==> config.mk <==
export PLATFORM = sky130hd
export DESIGN_NAME = output_port_packet_arbiter_flat
export DESIGN_NICKNAME = d
export VERILOG_FILES = /design/src/rtl/output_port_packet_arbiter_if.sv /design/src/rtl/output_port_packet_arbiter.sv /design/src/flat_wrapper.sv
export SDC_FILE = /design/constraint.sdc
export NUM_CORES = 1
export LEC_CHECK = 0
export ABC_AREA = 1
export CELL_PAD_IN_SITES_DETAIL_PLACEMENT = 0
export CELL_PAD_IN_SITES_GLOBAL_PLACEMENT = 1
export CORE_MARGIN = 2
export CORE_UTILIZATION = 39
export DETAILED_ROUTE_END_ITERATION = 10
export HOLD_SLACK_MARGIN = 0.15
export PLACE_DENSITY_LB_ADDON = 0.15
export REMOVE_ABC_BUFFERS = 1
export SLEW_MARGIN = 40
export SYNTH_ARGS = -nofsm -noshare
export SYNTH_HDL_FRONTEND = slang
export SYNTH_SLANG_ARGS = --single-unit
==> constraint.sdc <==
create_clock -name clk -period 4 [get_ports clk]
set_input_delay 0.6 -clock clk [delete_from_list [all_inputs] [get_ports clk]]
set_output_delay 0.6 -clock clk [all_outputs]
set_load 0.01 [all_outputs]
==> src/rtl/output_port_packet_arbiter_if.sv <==
// Handshake bundle between the upstream requesters of one output port and its packet arbiter.
// The slave side is the arbiter itself; the master side belongs to whoever drives the requests.
interface output_port_packet_arbiter_if #(
    parameter int AGENTS_NUM  = 5,
    parameter int AGENTS_SIZE = $clog2(AGENTS_NUM)
) ();

    logic [AGENTS_NUM-1:0]  request;
    logic [AGENTS_NUM-1:0]  tail;
    logic                   stall;
    logic [AGENTS_NUM-1:0]  grant;
    logic                   valid;
    logic                   locked;
    logic [AGENTS_SIZE-1:0] owner;

    modport master (
        output request,
        output tail,
        output stall,
        input  grant,
        input  valid,
        input  locked,
        input  owner
    );

    modport slave (
        input  request,
        input  tail,
        input  stall,
        output grant,
        output valid,
        output locked,
        output owner
    );

endinterface

==> src/rtl/output_port_packet_arbiter.sv <==
// Wormhole round-robin arbiter for one output port: a winning head flit locks the port to its
// requester until that requester's tail flit is granted; the grant is combinational (zero latency).
module output_port_packet_arbiter #(
    parameter int AGENTS_NUM  = 5,
    parameter int AGENTS_SIZE = $clog2(AGENTS_NUM)
) (
    input  logic                          clk,
    input  logic                          rst,
    output_port_packet_arbiter_if.slave   bus
);

    localparam logic [AGENTS_SIZE-1:0] LAST_INDEX = AGENTS_SIZE'(AGENTS_NUM - 1);

    typedef enum logic {
        IDLE,
        LOCKED
    } state_t;

    state_t                 state;
    logic [AGENTS_SIZE-1:0] owner;
    logic [AGENTS_SIZE-1:0] rr_ptr;

    logic                   found;
    logic [AGENTS_SIZE-1:0] winner;
    logic [AGENTS_SIZE-1:0] candidate;
    logic [AGENTS_NUM-1:0]  grant;
    logic                   grant_tail;

    // Round-robin scan starting at rr_ptr; the wrap is explicit so non-power-of-2 sizes never
    // visit indices that do not exist.
    always_comb begin
        found     = 1'b0;
        winner    = '0;
        candidate = rr_ptr;
        for (int i = 0; i < AGENTS_NUM; i++) begin
            if (!found && bus.request[candidate]) begin
                found  = 1'b1;
                winner = candidate;
            end
            candidate = (candidate == LAST_INDEX) ? '0 : candidate + 1'b1;
        end
    end

    // While locked only the owner can be served; reset forces the grant low even though the
    // registers are already cleared, so nothing leaks out during the reset pulse itself.
    always_comb begin
        grant      = '0;
        grant_tail = 1'b0;
        if (!rst && !bus.stall) begin
            if (state == IDLE) begin
                if (found) begin
                    grant[winner] = 1'b1;
                    grant_tail    = bus.tail[winner];
                end
            end else if (bus.request[owner]) begin
                grant[owner] = 1'b1;
                grant_tail   = bus.tail[owner];
            end
        end
    end

    // Priority only moves when a new packet wins; it stays frozen while a packet is in flight.
    always_ff @(posedge clk or posedge rst) begin
        if (rst) begin
            state  <= IDLE;
            owner  <= '0;
            rr_ptr <= '0;
        end else begin
            case (state)
                IDLE: begin
                    if (|grant) begin
                        rr_ptr <= (winner == LAST_INDEX) ? '0 : winner + 1'b1;
                        if (!grant_tail) begin
                            state <= LOCKED;
                            owner <= winner;
                        end
                    end
                end
                LOCKED: begin
                    if (|grant && grant_tail) begin
                        state <= IDLE;
                        owner <= '0;
                    end
                end
                default: begin
                    state <= IDLE;
                    owner <= '0;
                end
            endcase
        end
    end

    assign bus.grant  = grant;
    assign bus.valid  = |grant;
    assign bus.locked = (state == LOCKED);
    assign bus.owner  = owner;

endmodule

==> src/flat_wrapper.sv <==
// flat-port wrapper written by rule: the top's interface ports become plain ports
module output_port_packet_arbiter_flat 
#(
    parameter int AGENTS_NUM  = 5,
    parameter int AGENTS_SIZE = $clog2(AGENTS_NUM)
)
  (clk, rst, bus_request, bus_tail, bus_stall, bus_grant, bus_valid, bus_locked, bus_owner);
  output_port_packet_arbiter_if #(.AGENTS_NUM(AGENTS_NUM), .AGENTS_SIZE(AGENTS_SIZE)) bus_i ();
  input  logic clk;
  input  logic rst;
  input wire logic [$bits(bus_i.request)-1:0] bus_request;
  input wire logic [$bits(bus_i.tail)-1:0] bus_tail;
  input wire logic [$bits(bus_i.stall)-1:0] bus_stall;
  output wire logic [$bits(bus_i.grant)-1:0] bus_grant;
  output wire logic [$bits(bus_i.valid)-1:0] bus_valid;
  output wire logic [$bits(bus_i.locked)-1:0] bus_locked;
  output wire logic [$bits(bus_i.owner)-1:0] bus_owner;
  assign bus_i.request = bus_request;
  assign bus_i.tail = bus_tail;
  assign bus_i.stall = bus_stall;
  assign bus_grant = bus_i.grant;
  assign bus_valid = bus_i.valid;
  assign bus_locked = bus_i.locked;
  assign bus_owner = bus_i.owner;
  output_port_packet_arbiter #(.AGENTS_NUM(AGENTS_NUM), .AGENTS_SIZE(AGENTS_SIZE)) u_core (.clk(clk), .rst(rst), .bus(bus_i));
endmodule
# After elaboration in Yosys (flattened, before gate mapping)
# Index checks and enable logic that the tools add are counted.
dict set report op_classes {
  eq_ne 8
  muxes 51
  add_sub_neg 5
  bitwise_logic 1
  n_reduce_logical 17
  order_cmp 9
}
# op n
set ops {}
lappend ops {{two-way mux 3 bit} 13}
lappend ops {{< comparator 3 x 4 -> 1 bit, second input constant} 7}
lappend ops {{binary-select mux 1 bit (select 3 bit)} 8}
lappend ops {{two-way mux 1 bit} 22}
lappend ops {{two-way mux 5 bit} 4}
lappend ops {{adder 3 x 1 -> 3 bit, second input constant} 5}
lappend ops {{equality test 3 bit, second input constant} 5}
lappend ops {{logical AND 1 bit} 8}
lappend ops {{demux 1 bit (select 3 bit)} 2}
lappend ops {{>= comparator 3 x 1 -> 1 bit, second input constant} 2}
lappend ops {{zero test 1 bit} 6}
lappend ops {{inequality test 2 bit, second input constant} 3}
lappend ops {{case mux 3 bit (2 select lines)} 1}
lappend ops {{OR reduction 5 bit} 1}
lappend ops {{AND reduction 3 bit} 1}
lappend ops {{case mux 1 bit (2 select lines)} 1}
lappend ops {{AND reduction 2 bit} 1}
lappend ops {{NOT 1 bit} 1}
dict set report word_totals {
  input_bits 13
  output_inout_bits 10
  word_cells 94
  regBits 7
}

# Depth between registers and ports, before layout
# Gate-level depths: netlist of run 1.
dict set report logic_depth {
  word_depth 26
  ltp_mapped 30
  ltp_nobuf 29
}

# Worst setup path before layout of run 1
# OpenSTA, ideal clock, no wires.
dict set report synth_timing {
  kind {flip-flop to output port}
  startpoint {reg u_core.rr_ptr[0]}
  endpoint {out bus_valid}
  arrival_time_ns 3.091
  path_stages_with_launch 27
  n_path_buf 1
  required_ns 3.400
  path_slack_ns 0.309
  path_cell_list {dfrtp_1 > buf_4 > inv_2 > ha_1 > nand2_2 > nand2_4 > ha_1 > nand3_4 > nand2_8 > ha_1 > nor2_1 > inv_1 > nand3_2 > nand3_4 > nor2_4 > inv_2 > nand3_4 > inv_2 > nand2_2 > nand2_4 > nand3_1 > nand2_2 > nor2_4 > nand2_1 > a21oi_2 > nor2_2 > nand2_4}
}
dict set report synth_between {
  elab_chain_len 23
  word_cells_on_any_way 49
  cone_classes {4 x add/sub; 2 x order compare; 4 x eq/ne; 29 x mux; 10 x reduce/logical}
}
# item line
set synth_lines {}
lappend synth_lines {{start: declaration} output_port_packet_arbiter.sv:21} ;# logic [AGENTS_SIZE-1:0] rr_ptr;
lappend synth_lines {{start signal: assignment} output_port_packet_arbiter.sv:72} ;# rr_ptr <= (winner == LAST_INDEX) ? '0 : winner + 1'b1;
lappend synth_lines {{branches (longest 19 deep; another with adder 3 x 1 -> 3 bit)} n/a}
lappend synth_lines {{two-way mux 5 bit (*)} output_port_packet_arbiter.sv:51} ;# if (found) begin
lappend synth_lines {{two-way mux 5 bit (*)} output_port_packet_arbiter.sv:50} ;# if (state == IDLE) begin
lappend synth_lines {{two-way mux 5 bit (*)} output_port_packet_arbiter.sv:49} ;# if (!rst && !bus.stall) begin
lappend synth_lines {{net bus_grant[1]} flat_wrapper.sv:14} ;# output wire logic [$bits(bus_i.grant)-1:0] bus_grant;
lappend synth_lines {{OR reduction 5 bit (*)} output_port_packet_arbiter.sv:94} ;# assign bus.valid = |grant;
lappend synth_lines {{end: declaration} flat_wrapper.sv:15} ;# output wire logic [$bits(bus_i.valid)-1:0] bus_valid;
# Mark *: on every way through the listed nets, which the timed path passes. The select of a mux whose other input is x is not followed.

# Final worst setup path of run 1
dict set report layout_timing {
  startpoint {reg u_core.rr_ptr[1]}
  endpoint {out bus_valid}
}
dict set report layout_between {
  elab_chain_len 23
  word_cells_on_any_way 49
  cone_classes {4 x add/sub; 2 x order compare; 4 x eq/ne; 29 x mux; 10 x reduce/logical}
}
# item line
set layout_lines {}
lappend layout_lines {{branches (longest 19 deep; another with adder 3 x 1 -> 3 bit)} n/a}
lappend layout_lines {{two-way mux 5 bit (*)} output_port_packet_arbiter.sv:51}
lappend layout_lines {{two-way mux 5 bit (*)} output_port_packet_arbiter.sv:50}
lappend layout_lines {{two-way mux 5 bit (*)} output_port_packet_arbiter.sv:49}
lappend layout_lines {{OR reduction 5 bit (*)} output_port_packet_arbiter.sv:94}
# Mark *: on every way between the ends. The select of a mux whose other input is x is not followed.

==> run_results.csv, run 1 <==
group,metric,value,unit
run_status,status,"finished, final reports clean",
synthesis,ys_seq_area_share,10.4,%
global_route,grt_max_degree,15,
worst_hold_path,hp-class,"reg2reg",
final_layout,n_fill_cell,424,
final_layout,drive_above_1_share,33.4,%
synthesis,synth_edf_count,0,
floorplanning,coreArea,0.00409,mm2
synthesis,synthCells,266,
critical_path,crit_chain,"inv_1, ha_1, inv_2, ha_4, inv_1, ha_2, nor2_1, inv_1, nand3_2, nand3_4, nand2_4, inv_2, nor3_2, nand2_2, nand2_4, nand3_4, nand2_4, nor2_2, nand2_1, nand2_2, a21oi_4, nand2_4, clkbuf_2",
sta,setup-tns-final,0,ns
sta,rsz0062_at_grt,"false",
sta,worst_pin_slew,0.453,ns
floorplanning,num_io_pins,23,
detailed_routing,drt_iter0_markers,101,
clock_tree,cts-root-buf,"clkbuf_8",
global_route,track_usage,19.9,%
synthesis,synth_commonest_cells,"nand2_1 (65), nand3_1 (36), inv_1 (35)",
critical_path,crit_top_cell,"nand2_4",
clock_tree,holdBufCountCts,0,
sta,period_minus_slack,3.77,ns
sta,slew_headroom,69.5,%
floorplanning,die_x,69.9,um
synthesis,synth_top_area_cell,"nand2_1",
global_route,grt-ovfl-total,0,
critical_path,worstPathMaxFanout,6,
synthesis,synth-seq-cells,7,
synthesis,yosysTopAreaCellShare,14.4,%
synthesis,synth_fa_ha_area_share,6.66,%
flow_run,maxCapViolations,0,
floorplanning,core.rowCount,23,
synthesis,yosysMostFrequentCell,"nand2_1",
clock_tree,cts.path.max_buffers,2,
detailed_routing,routed_wl,4600,um
final_layout,area_growth_syn_to_layout,33.1,%
synthesis,synth-async-reset-ratio,100,%
synthesis,ys_warn_count,0,
floorplanning,die-area,0.00488,mm2
clock_tree,cts_max_level,1,
clock_tree,clk_latency,0.23,ns
final_layout,instances_no_fill,367,
synthesis,synthTopCellsByArea,"nand2_1 (14%), nand3_1 (11%), dfrtp_1 (10%)",
clock_tree,numClockSinks,7,
detailed_routing,vias,1849,
critical_path,cp.required,3.40,ns
final_layout,diodes,0,
synthesis,synth_area,0.00169,mm2
sta,fmax,0.265,GHz
sta,setup_viol,0,
synthesis,yosys.area_share.simple,63.9,%
synthesis,ys_types,32,
detailed_routing,vias_per_cell,5.04,
detailed_routing,wire_per_inst,12.5,um
final_layout,fin_nets,340,
sta,finalCritPeriodShare,94.2,%
detailed_routing,ant_nets,0,
sta,drv_slew,0,
critical_path,critical_path.top_delay_family,"simple AND/OR/NAND/NOR gates",
critical_path,critPathLaunchType,"register",
synthesis,synthMuxAreaShare,0,%
global_route,grt_pass1_wl,8160,um
synthesis,synthFlopType,"dfrtp_1",
clock_tree,cts_buffers,3,
critical_path,path_buf_inv,6,
detailed_routing,dr.pass1.iters,4,
global_route,antenna_found_initial,0,
clock_tree,clkTransAtPathRegs,0.04,ns
critical_path,end_kind,"output port",
detailed_routing,drc,0,
synthesis,synth_top_family_by_area,"simple AND/OR/NAND/NOR gates",
critical_path,cp_slowest_stage_delay,0.34,ns
floorplanning,dieHeight,69.9,um
sta,hold_viol,0,
placement,hpwlAfterDp,3840,um
critical_path,arrival,3.17,ns
placement,place.gp.congestion,0.863,
clock_tree,cts_tree,"done",
floorplanning,start_util,41.4,%
placement,place.port_buffers,22,
critical_path,path_class,"reg2out",
sta,fin_skew,0.00202,ns
placement,place_inst,357,
global_route,grt_pass1_vias,1779,
synthesis,syn_area_per_cell,6.36,um2
synthesis,synth-xor-area-share,0.518,%
critical_path,slowest_stage,"dfrtp_1",
synthesis,synth-compound-area-share,7.91,%
-- metrics by stage --
stage,setup WS (ns),utilization (%),hold WS (ns),cell area (um2)
after floorplan,0.271,-,0.403,1680
after global placement,0.00426,51.9,0.511,2120
after detailed placement,0.0228,51.9,0.505,2120
after CTS,0.00163,53.7,0.518,2190
after global routing,0.000924,55.1,0.537,2250
final,0.233,55.1,0.513,2250
-- what timing repair did --
item / 4_1_cts / 5_1_grt
endpoints found under the setup margin: 6 / 6
setup buffers: 3 / 3
resized for setup: 8 / 20
pin swaps: 4 / 12
-- routing by layer --
metal / global-route usage (%) / vias to the layer above / wire length [um]
met2: 31.4 / 34 / 2080
met1: 29.0 / 837 / 2340
met3: 1.59 / 7 / 139
li1: - / 971 / -
met4: 5.13 / 0 / 40
met5: 0 / - / 0
-- worst paths after layout --
kind	start	endpoint	slack, ns	cells after the start
min in group asynchronous	rst	async pin	0.63	2
max in group asynchronous	rst	u_core.rr_ptr[0]	3.16	2
worst min-delay path	u_core.bus.owner[1]	u_core.bus.owner[1]	0.51	2
worst max register to register	u_core.rr_ptr[1]	u_core.bus.owner[0]	0.49	27
worst max-delay path	u_core.rr_ptr[1]	bus_valid	0.23	23
worst min register to register	u_core.bus.owner[1]	u_core.bus.owner[1]	0.51	2
-- cells by family (layout without fill, tap and decap cells) --
group	Yosys count	after routing
and+or+nand+nor	181	181
AOI/OAI and AO/OA	21	21
DFF	7	7
xor gates and xnor gates	1	1
adders and majority gates	9	9
buffers and inverters	47	98
-- placed cells by master, fill, tap and decap left out, drive strengths merged --
cell / Yosys / routed
nand4: 12 / 12
o21bai: 1 / 1
clkdlybuf4s50: 0 / 16
clkinv: 1 / 1
a21boi: 1 / 1
o211ai: 2 / 2
buf: 1 / 27
dfrtp: 7 / 7
or2: 1 / 1
dlygate4sd2: 0 / 3
xor2: 1 / 1
nand3: 53 / 53
inv: 44 / 44
a21oi: 5 / 5
o2111ai: 1 / 1
ha: 9 / 9
nand2: 90 / 90
nor2: 21 / 21
nor3: 4 / 4
clkbuf: 1 / 7
o21ai: 11 / 11
-- cell type report --
cell class              count  area [um2]  area share [%]
clock buffers               4        45.0            2.00
well taps                  50        62.6            2.78
flip-flops and latches      7         175            7.78
inverters                  45         169            7.50
repair buffers             49         404            18.0
multi-input cells         212        1400            62.0
-- tightest hold or removal path, delay by kind of cell (launching register included) --
| kind | cells | cell delay (ns) |
|---|---|---|
| and+or+nand+nor | 2 | 0.11 |
| DFF | 1 | 0.37 |
Power of run 1 is left out: the tool's default activity adds up to more than one toggle a clock period on the data nets, which glitch-free logic cannot reach.
==> run 2: changes to the inputs <==
--- a/config.mk
+++ b/config.mk
@@ -8,11 +8,12 @@
 export ABC_AREA = 1
 export CELL_PAD_IN_SITES_DETAIL_PLACEMENT = 0
 export CELL_PAD_IN_SITES_GLOBAL_PLACEMENT = 1
-export CORE_MARGIN = 2
+export CORE_MARGIN = 8
 export CORE_UTILIZATION = 39
 export DETAILED_ROUTE_END_ITERATION = 10
 export HOLD_SLACK_MARGIN = 0.15
 export PLACE_DENSITY_LB_ADDON = 0.15
+export RECOVER_POWER = 25
 export REMOVE_ABC_BUFFERS = 1
 export SLEW_MARGIN = 40
 export SYNTH_ARGS = -nofsm -noshare
==> run 2 against run 1 <==
  * Clock skew is 0.0011 ns lower
  * Fmax shrank 0.12%
  * Flip-flop and latch count unchanged
  * Routed wire length increased by 8.5%
  * Global-route usage is 4.2 points lower
  * Cell area up 3.3%
  * Via count up 0.76%
  * Non-clock buffer count grew 6
  * Critical endpoint unchanged
==> run_results.csv, run 2 (same netlist as run 1, synthesis figures left out) <==
group,metric,value,unit
run_status,status,"finished, final reports clean",
placement,place.port_buffers,22,
floorplanning,die_x,81.9,um
sta,fmax,0.265,GHz
global_route,grt-ovfl-total,0,
global_route,grt_pass1_wl,8370,um
final_layout,drive_above_1_share,35.0,%
clock_tree,cts_tree,"done",
global_route,met2_usage,28.3,%
floorplanning,core.rowCount,24,
detailed_routing,routed_wl,4990,um
placement,hpwlAfterDp,4160,um
global_route,track_usage,15.6,%
sta,period_minus_slack,3.77,ns
clock_tree,cts_buffers,3,
detailed_routing,drt_iter0_markers,69,
final_layout,diodes,0,
clock_tree,cts-root-buf,"clkbuf_8",
detailed_routing,wire_per_inst,13.3,um
critical_path,slowest_stage,"dfrtp_1",
sta,drv_slew,0,
final_layout,area_growth_syn_to_layout,37.4,%
global_route,gr-max-usage-layer,"met2",
clock_tree,cts.path.max_buffers,2,
sta,setup-tns-final,0,ns
critical_path,crit_top_cell,"nand2_2",
floorplanning,dieHeight,81.9,um
detailed_routing,drc,0,
flow_run,maxCapViolations,0,
global_route,use_met1,19.0,%
critical_path,critPathLaunchType,"register",
global_route,antenna_found_initial,0,
placement,place_inst,363,
critical_path,end_kind,"output port",
detailed_routing,vias,1863,
placement,detailed_place.area,0.00215,mm2
global_route,gr-usage-met3,1.75,%
clock_tree,clk_latency,0.23,ns
critical_path,regToRegSetupSlack,0.53,ns
sta,fin_skew,0.000956,ns
final_layout,design_area,0.00232,mm2
critical_path,path_buf_inv,6,
detailed_routing,vias_per_cell,4.97,
floorplanning,start_util,39.7,%
final_layout,post-route-util,54.5,%
placement,place.gp.congestion,0.891,
floorplanning,num_io_pins,23,
floorplanning,coreArea,0.00426,mm2
sta,worst_pin_slew,0.500,ns
critical_path,cp_slowest_stage_delay,0.37,ns
detailed_routing,dr.pass1.iters,4,
global_route,grt_max_degree,15,
clock_tree,numClockSinks,7,
final_layout,final_cell_mix,"nand2_1 (61), nand3_1 (35), inv_1 (34)",
final_layout,layout_commonest_cell,"nand2_1",
sta,hold_viol,0,
sta,slew_headroom,66.3,%
critical_path,arrival,3.17,ns
critical_path,critical_path.top_delay_family,"simple AND/OR/NAND/NOR gates",
critical_path,cp.required,3.40,ns
clock_tree,clkTransAtPathRegs,0.04,ns
final_layout,fin_nets,346,
floorplanning,die-area,0.00670,mm2
critical_path,worstPathMaxFanout,6,
detailed_routing,ant_nets,0,
global_route,grt_pass1_vias,1857,
sta,finalCritPeriodShare,94.3,%
critical_path,path_class,"reg2out",
clock_tree,cts_max_level,1,
worst_hold_path,hp-class,"reg2reg",
sta,setup_viol,0,
clock_tree,holdBufCountCts,0,
final_layout,instances_no_fill,375,
==> run 2: stage by stage <==
step / worst slack, ns / hold slack [ns]
final: 0.228 / 0.549
after floorplan: 0.271 / 0.403
after CTS: -0.0473 / 0.543
after global placement: -0.0141 / 0.532
after global routing: -0.0216 / 0.587
after detailed placement: -0.0436 / 0.528
==> run 2: final cells by class <==
type	count	area (um2)
clock buffer	3	41.3
sequential	7	175
fill	424	1940
clock inverter	1	5.00
multi-input combinational	212	1420
tap	52	65.1
inverter	45	169
timing repair buffer	55	450
==> run 2: routing by layer <==
metal	wire, um	vias up
met2	2510	34
li1	-	988
met1	2270	834
met5	0	-
met3	141	7
met4	63	0
==> run 2: final timing paths <==
| check | from | endpoint | cells after the start |
|---|---|---|---|
| max | u_core.rr_ptr[1] | bus_valid | 25 |
| min | u_core.bus.owner[1] | u_core.bus.owner[1] | 2 |
| max reg2reg | u_core.rr_ptr[1] | u_core.bus.owner[0] | 27 |
| min reg2reg | u_core.bus.owner[1] | u_core.bus.owner[1] | 2 |
| max in group asynchronous | rst | async pin | 2 |
| min in group asynchronous | rst | u_core.bus.owner[1] | 2 |
==> run 2: worst reg2reg max path, delay by kind of cell (launching register included) <==
family | cells | cell delay [ns]
and+or+nand+nor | 16 | 1.62
adders and majority gates | 3 | 0.62
buffers and inverters | 7 | 0.59
DFF | 1 | 0.37
AOI/OAI and AO/OA | 1 | 0.15
==> run 2: repair_timing <==
| item | CTS | global route |
|---|---|---|
| buffers inserted | 0 | 8 |
| setup endpoints to repair | 6 | 6 |
| gates resized for setup | 7 | 26 |
| pin swaps | 1 | 15 |
Power of run 2 is left out for the same reason.
==> run 3: changes to the inputs <==
--- a/config.mk
+++ b/config.mk
@@ -6,6 +6,7 @@
 export NUM_CORES = 1
 export LEC_CHECK = 0
 export ABC_AREA = 1
+export ABC_CLOCK_PERIOD_IN_PS = 4000
 export CELL_PAD_IN_SITES_DETAIL_PLACEMENT = 0
 export CELL_PAD_IN_SITES_GLOBAL_PLACEMENT = 1
 export CORE_MARGIN = 8
==> results of run 3 <==
Final layout, timing and power as in run 2 (identical DEF).
Power of run 3 is left out for the same reason.
